$ cat src/rtl/sync_cnt_pkg.sv
// Shared definitions for the loadable counter cells: default width, count type
// and the "about to expire" detect used to predict the terminal count.
package sync_cnt_pkg;

    localparam int DEF_WIDTH = 16;
    localparam int MAX_WIDTH = 32;

    typedef logic [DEF_WIDTH-1:0] cnt_t;

    // Callers zero-extend their count to MAX_WIDTH so any width 2..32 works.
    function automatic logic is_one(input logic [MAX_WIDTH-1:0] v);
        return (v == MAX_WIDTH'(1));
    endfunction

endpackage

$ cat src/rtl/sync_dncnt_cell.sv
// One bit of the down-counter: synchronous clear/load, toggle on decrement
// with borrow-in, and a borrow-out that is high when this and all lower bits are 0.
module sync_dncnt_cell (
    input  logic clk,
    input  logic rst,
    input  logic clr,
    input  logic load,
    input  logic d,
    input  logic dec,
    input  logic borrow_in,
    output logic q,
    output logic qb,
    output logic borrow_out
);

    // The borrow chain is fed a constant 1 at bit 0, so it doubles as the zero detect.
    assign borrow_out = borrow_in & ~q;

    always_ff @(posedge clk or posedge rst) begin
        if (rst) begin
            q  <= 1'b0;
            qb <= 1'b1;
        end else if (clr) begin
            q  <= 1'b0;
            qb <= 1'b1;
        end else if (load) begin
            q  <= d;
            qb <= ~d;
        end else if (dec && borrow_in) begin
            q  <= ~q;
            qb <= q;
        end
    end

endmodule

$ cat src/rtl/sync_dncnt.sv
// Loadable down-counter with terminal-count pulse and optional auto-reload of
// the last loaded value. Holds the reload register, RUN, TC and zero/one detect.
module sync_dncnt
    import sync_cnt_pkg::*;
#(
    parameter int WIDTH = DEF_WIDTH
) (
    input  logic             MasterClock,
    input  logic             RESET,
    input  logic [WIDTH-1:0] D,
    input  logic             LDL,
    input  logic             CLR,
    input  logic             CE,
    input  logic             RLD_EN,
    output logic [WIDTH-1:0] Q,
    output logic [WIDTH-1:0] QB,
    output logic             TC,
    output logic             RUN
);

    logic [WIDTH-1:0] rv;
    logic [WIDTH-1:0] cell_d;
    logic [WIDTH-1:0] borrow_in;
    logic [WIDTH-1:0] borrow_out;
    logic             zero;
    logic             one;
    logic             load;
    logic             step;
    logic             reload;
    logic             dec;
    logic             cell_load;

    assign load      = ~LDL & ~CLR;
    assign step      = CE & RUN & LDL & ~CLR;
    assign zero      = borrow_out[WIDTH-1];
    assign one       = is_one(MAX_WIDTH'(Q));
    // A running counter sitting at 0 is only possible in periodic mode.
    assign reload    = step & zero;
    assign dec       = step & ~zero;
    assign cell_load = load | reload;
    assign cell_d    = load ? D : rv;
    assign borrow_in = {borrow_out[WIDTH-2:0], 1'b1};

    for (genvar i = 0; i < WIDTH; i++) begin : g_bit
        sync_dncnt_cell u_cell (
            .clk        (MasterClock),
            .rst        (RESET),
            .clr        (CLR),
            .load       (cell_load),
            .d          (cell_d[i]),
            .dec        (dec),
            .borrow_in  (borrow_in[i]),
            .q          (Q[i]),
            .qb         (QB[i]),
            .borrow_out (borrow_out[i])
        );
    end

    always_ff @(posedge MasterClock or posedge RESET) begin
        if (RESET) begin
            rv  <= '0;
            RUN <= 1'b0;
            TC  <= 1'b0;
        end else if (CLR) begin
            RUN <= 1'b0;
            TC  <= 1'b0;
        end else if (load) begin
            rv  <= D;
            RUN <= |D;
            TC  <= 1'b0;
        end else if (dec) begin
            TC <= one;
            // RLD_EN matters only on the 1->0 step.
            if (one && !RLD_EN) begin
                RUN <= 1'b0;
            end
        end else begin
            TC <= 1'b0;
        end
    end

endmodule

$ cat config.mk
export PLATFORM = sky130hd
export DESIGN_NAME = sync_dncnt
export DESIGN_NICKNAME = d
export VERILOG_FILES = /design/src/rtl/sync_cnt_pkg.sv /design/src/rtl/sync_dncnt_cell.sv /design/src/rtl/sync_dncnt.sv
export SDC_FILE = /design/constraint.sdc
export NUM_CORES = 1
export LEC_CHECK = 0
export CORE_ASPECT_RATIO = 0.75
export CORE_MARGIN = 4
export CORE_UTILIZATION = 56
export CTS_CLUSTER_DIAMETER = 80
export CTS_CLUSTER_SIZE = 20
export DETAILED_ROUTE_END_ITERATION = 10
export PLACE_DENSITY = 0.83
export SLEW_MARGIN = 20
export SYNTH_ARGS = -nofsm -noshare
export SYNTH_HDL_FRONTEND = slang
export SYNTH_SLANG_ARGS = --single-unit
export TNS_END_PERCENT = 1
$ cat constraint.sdc
create_clock -name MasterClock -period 3.45 [get_ports MasterClock]
set_clock_uncertainty 0.05 [all_clocks]
set_input_delay 0.69 -clock MasterClock [delete_from_list [all_inputs] [get_ports MasterClock]]
set_output_delay 0.69 -clock MasterClock [all_outputs]
set_load 0.01 [all_outputs]
== Yosys cells after proc, flatten, opt, wreduce, memory -nomap -nowiden ==
Index checks and enable logic that the tools add are counted.

* Logic and storage cells: 234
* Flip-flop bits (word level): 50
* Bits in latches: 0
* Memory bits (read-only): 0
* Memory bits (writable): 0
* Memories: 0

* Reductions and logical operators: 37
* Bitwise logic cells: 57
* $add $sub $neg: 0
* $mul: 0
* Mux-type cells: 104
* Divide/modulo/power cells: 0
* Shift-type cells: 0
* Magnitude comparators: 0
* Eq/ne operators: 1

{| class="wikitable"
|+ Operators by type and width
! cell !! number
|-
| $mux W1 || 103
|-
| $reduce_bool A3 Y1 || 18
|-
| $not A1 Y1 || 35
|-
| $and A1 B1 Y1 || 21
|-
| $eq A16 B1 Y1 const B || 1
|-
| $logic_and A1 B1 Y1 || 16
|-
| $mux W16 || 1
|-
| $reduce_or A16 Y1 || 1
|-
| $reduce_and A2 Y1 || 1
|-
| $logic_not A1 Y1 || 1
|-
| $or A1 B1 Y1 || 1
|}

== Longest topological paths before layout ==
* Depth in word-level cells: 22
* Depth in mapped cells: 8

== Cells and area by module ==
From an unflattened synthesis, not the netlist that was laid out.

* Cells, all modules: 283
* Area total of the unflattened synthesis: 3,223.1 sq um

{| class="wikitable"
|+ By module, submodules not included
! module !! cells an instance !! times used !! area each (sq um) !! sequential area each (sq um)
|-
| sync_dncnt_cell || 13 || 16 || 132.6 || 51.3
|-
| sync_dncnt || 75 || 1 || 1,101.1 || 450.4
|}

== Worst setup path after synthesis ==
No wires, ideal clock.

* Path kind: register to register
* Start point: register g_bit[7].u_cell.q
* End point: register g_bit[1].u_cell.qb
* Library setup time: 84 ps
* Cell stages (with the launch flop): 8
* Arrival: 2,056 ps
* Clock period less this slack: 2,190 ps
* Required time: 3,316 ps
* Path buffers: 2
* Setup slack: 1,260 ps
* Cells stage by stage: dfrtp_1 buf_6 or4_4 buf_6 nor4_4 a21oi_2 and3_1 a311o_1

* Longest elaborated chain between the ends: 14
* Elaborated cells on any way between the ends: 18
* Classes of those cells: mux (2); bitwise (14); reduce/logical (2)

{| class="wikitable"
|+ Ends and longest elaborated chain
! item !! line !! source
|-
| start, declared || sync_dncnt_cell.sv:11 || <nowiki>output logic q,</nowiki>
|-
| start signal, assigned || sync_dncnt_cell.sv:30 || <nowiki>q <= ~q;</nowiki>
|-
| $not A1 Y1 (*) || sync_dncnt_cell.sv:17 || <nowiki>assign borrow_out = borrow_in & ~q;</nowiki>
|-
| $and A1 B1 Y1 (*) (9 in series) || sync_dncnt_cell.sv:17 ||
|-
| $and A1 B1 Y1 or $not A1 Y1 (tied branches) || sync_dncnt.sv:38, sync_dncnt.sv:39 ||
|-
| $or A1 B1 Y1 or $and A1 B1 Y1 (tied branches) || sync_dncnt.sv:40, sync_dncnt.sv:39 ||
|-
| $mux W1 or $logic_and A1 B1 Y1 (tied branches) || sync_dncnt_cell.sv:26, sync_dncnt_cell.sv:29 ||
|-
| $mux W1 or $reduce_bool A3 Y1 (tied branches) || - ||
|-
| end signal, assigned || sync_dncnt_cell.sv:28 || <nowiki>qb <= ~d;</nowiki>
|-
| end signal, assigned || sync_dncnt_cell.sv:31 || <nowiki>qb <= q;</nowiki>
|-
| end, declared || sync_dncnt_cell.sv:12 || <nowiki>output logic qb,</nowiki>
|}

Mark *: on every way between the ends. The rest lies on a longest branch, timed or not.
A chain may end at the register's enable or synchronous reset.

== Final worst setup path ==
* Start point: input port CE
* End point: register g_bit[10].u_cell.qb

* Longest elaborated chain between the ends: 7
* Elaborated cells on any way between the ends: 10
* Classes of those cells: mux (2); bitwise (6); reduce/logical (2)

{| class="wikitable"
|+ Ends and longest elaborated chain
! item !! line !! source
|-
| start, declared || sync_dncnt.sv:13 || <nowiki>input logic CE,</nowiki>
|-
| $and A1 B1 Y1 (*) (3 in series) || sync_dncnt.sv:34 || <nowiki>assign step = CE & RUN & LDL & ~CLR;</nowiki>
|-
| $and A1 B1 Y1 || sync_dncnt.sv:38 || <nowiki>assign reload = step & zero;</nowiki>
|-
| $or A1 B1 Y1 || sync_dncnt.sv:40 || <nowiki>assign cell_load = load | reload;</nowiki>
|-
| $mux W1 || sync_dncnt_cell.sv:26 || <nowiki>end else if (load) begin</nowiki>
|-
| $mux W1 || sync_dncnt_cell.sv:23 || <nowiki>end else if (clr) begin</nowiki>
|-
| end signal, assigned || sync_dncnt_cell.sv:28 ||
|-
| end signal, assigned || sync_dncnt_cell.sv:31 ||
|-
| end, declared || sync_dncnt_cell.sv:12 ||
|}

Marks and branches as above.

==> summary.txt <==
Run status
  • Outcome: completed

Clocking
  • Clock buffer depth: 2
  • Num CTS Buffers: 5
  • TritonCTS Sinks: 50
  • CTS tree: built
  • Setup Buffers After CTS: 0
  • Post_cts resized: 0
  • Clk slew on worst S/H paths: 0.09 ns
  • Root Buffer: clkbuf_8
  • H-tree levels: 2
  • Clock latency on the worst-skew pair: 0.31 ns
  • Hold buffer count at cts: 0

Cells and area
  • Nets: 334
  • Multi-input gate area: 1181 um^2
  • Post-route insts no fill: 370
  • N_diodes: 0
  • Fill cells: 372
  • Layout cell share with drive strength beyond 1: 18.53%
  • Design area: 3261 um^2
  • Area grow syn2layout: 16.39%
  • Seq. cell area: 1271 um^2

Placement
  • Port Buffers: 55
  • Dpl hpwl: 4982 um
  • GPL Wtd Cong: 0.9142
  • Dpl cells: 362
  • Placed cell areas: 3168 um^2

Global route
  • Largest net degree at the start of global routing: 51
  • First-pass GRT wire length: 11390 um
  • Vias in the first global route: 2273
  • Grt total ovfl: 0
  • GR Util All Layers: 23.41%
  • Initial antenna violation count: 0

Floorplanning
  • Core ar.: 4651 um^2
  • Top-Level Pins: 56
  • Initial core utilization: 60.24%
  • DIE WIDTH: 89.67 um
  • Row cnt: 21
  • Die footprint: 6210 um^2
  • DIE HEIGHT: 69.26 um

Synth
  • Synth top area cells: dfrtp_1, dfstp_2, buf_4
  • Syn_area_per_cell: 9.694 um^2
  • Mapped Nets: 311
  • Number of flops mapped to enable cells by yosys: 0
  • Synth Flop Type: dfrtp_1
  • Post-Synthesis Cells: 289
  • Yosys reg bits: 50
  • Top-count cell post-synth: dfrtp_1
  • Mapped Area: 2801 um^2
  • Number of distinct library cells after synthesis: 48
  • Yosys top cell by area: dfrtp_1
  • Top-area cell type share of the netlist area: 30.37%
  • Ys async rst share: 100.0%
  • Yosys warns: 0
  • Sequential area share after synthesis: 45.38%
  • Synth top cells by count: dfrtp_1, buf_4, nor2_1, dfstp_2, nand2_1

Job
  • Max_cap viols: 0

Detailed routing
  • DRC errors left: 0
  • Wire per inst: 18.72 um
  • Vias per inst: 6.303
  • Via count: 2332
  • Drt pass-1 iters: 5
  • First DRT Iteration DRCs: 160
  • Post-Route WL: 6928 um
  • Post-route ant nets: 0

STA
  • Final-report hold violation count: 0
  • RSZ-0062 raised after global routing: false
  • Setup_tns: 0 ns
  • Final setup viols: 0
  • Slew Limit Headroom: 44.00%
  • F_max: 0.3468 GHz
  • Period Utilization, post-route: 83.58%
  • Final Max Tran Viols: 0
  • Hold WS: 0.4650 ns
  • Post-route minimum period: 2.883 ns
  • Worst slew pin tran: 0.8391 ns

Setup path
  • Worst stage delay on the critical path: 0.75 ns
  • CP cell instances: clkdlybuf4s50_1, and3b_1, nand3_1, o41ai_1, o221ai_1, a31o_2
  • CP max-delay cell: o41ai_1
  • Critical path class: input port to flop
  • CP arrival: 3.08 ns
  • Startpoint types: input port
  • Crit Path Max Fanout: 8
  • CP Capture Type: flop
  • Required time of the critical path: 3.65 ns

Pwr
  • Static leakage power: 1.269 nW
  • Overall power: 1.391 mW
  • Maximum VDD drop: 234.7 uV
  • Power Dens Cells: 426.7 nW/um^2

Worst hold path
  • Worst min-delay path class: flop to flop
==> path summary, 6_finish.rpt <==
check                      cells after the start             endpoint  slack (ns)              start
setup / recovery                               6  g_bit[10].u_cell.qb        0.57                 CE
max in group asynchronous                      2                rv[8]        2.06              RESET
hold / removal                                 1                rv[4]        0.46              rv[4]
min in group asynchronous                      2               rv[10]        0.79              RESET
hold reg to reg                                1                rv[4]        0.46              rv[4]
setup reg to reg                               6    g_bit[9].u_cell.q        0.87  g_bit[7].u_cell.q
==> final cells by class <==
cell class                      count  area share [%]
Inverter                            9           1.074
Timing Repair Buffer               63           18.73
Multi-Input combinational cell    183           36.22
Sequential cell                    50           38.99
Clock buffer                        7           2.648
Tap cell                           57           2.187
Clock inverter                      1          0.1535
==> cell families (layout without fill, tap and decap cells) <==
kind of cell	Yosys count	count (layout)	synth area share, %
and+or+nand+nor	92	92	16.88
AOI/OAI and AO/OA	77	77	19.74
buffers and inverters	56	80	12.46
DFF	50	50	45.38
muxes	13	13	5.226
xor gates and xnor gates	1	1	0.3127
==> flip-flops by register name (all words and copies together), names as in the netlist <==
name             flops
g_bit.u_cell.q      16
TC                   1
g_bit.u_cell.qb     16
rv                  16
RUN                  1
==> routing by layer <==
metal / global-route usage, % / wire [um] / vias up
met1: 34.98 / 3087 / 1120
met5: 0 / 0 / -
met4: 6.612 / 97 / 0
met3: 4.869 / 670 / 12
li1: - / - / 1073
met2: 34.09 / 3072 / 127
==> cell usage in the layout, fill, tap and decap left out, types with 3 or more instances in the layout <==
master           instances
nor3b_1                  3
nand3_1                  7
nand2_1                 15
dfstp_2                 16
nor3_1                   8
o21ai_0                 11
buf_4                    8
o211ai_1                 4
dfrtp_1                 34
nor2_1                  32
o221ai_1                11
o2111ai_1                3
nor4_1                   6
mux2_2                  13
o21ai_1                  4
clkdlybuf4s50_1         55
a31oi_1                  9
o31ai_1                  5
a31o_2                   8
nor2b_1                  5
inv_1                    8
a21oi_1                  6
clkbuf_8                 6
==> worst max-delay path, delay by kind of cell <==
family / cells / cell delay [ns]
AO/OA/AOI/OAI: 3 / 1.28
buffers and inverters: 1 / 0.57
AND/OR/NAND/NOR: 2 / 0.54
==> stage by stage <==
step	util, %	setup WS, ns
2_1_floorplan	-	1.260
3_3_place_gp	68.12	0.4536
3_5_place_dp	68.12	0.3221
4_1_cts	70.08	0.6357
5_1_grt	70.11	0.3472
6_report	70.11	0.5666
==> power breakdown <==
group | leakage (nW) | switching, mW | internal [mW] | total [mW]
clock | 0.0482 | 0.191 | 0.162 | 0.353
sequential | 0.589 | 0.0645 | 0.661 | 0.725
combinational | 0.632 | 0.150 | 0.163 | 0.313
total | 1.27 | 0.406 | 0.986 | 1.39
Power figures use the tool's default switching activity.
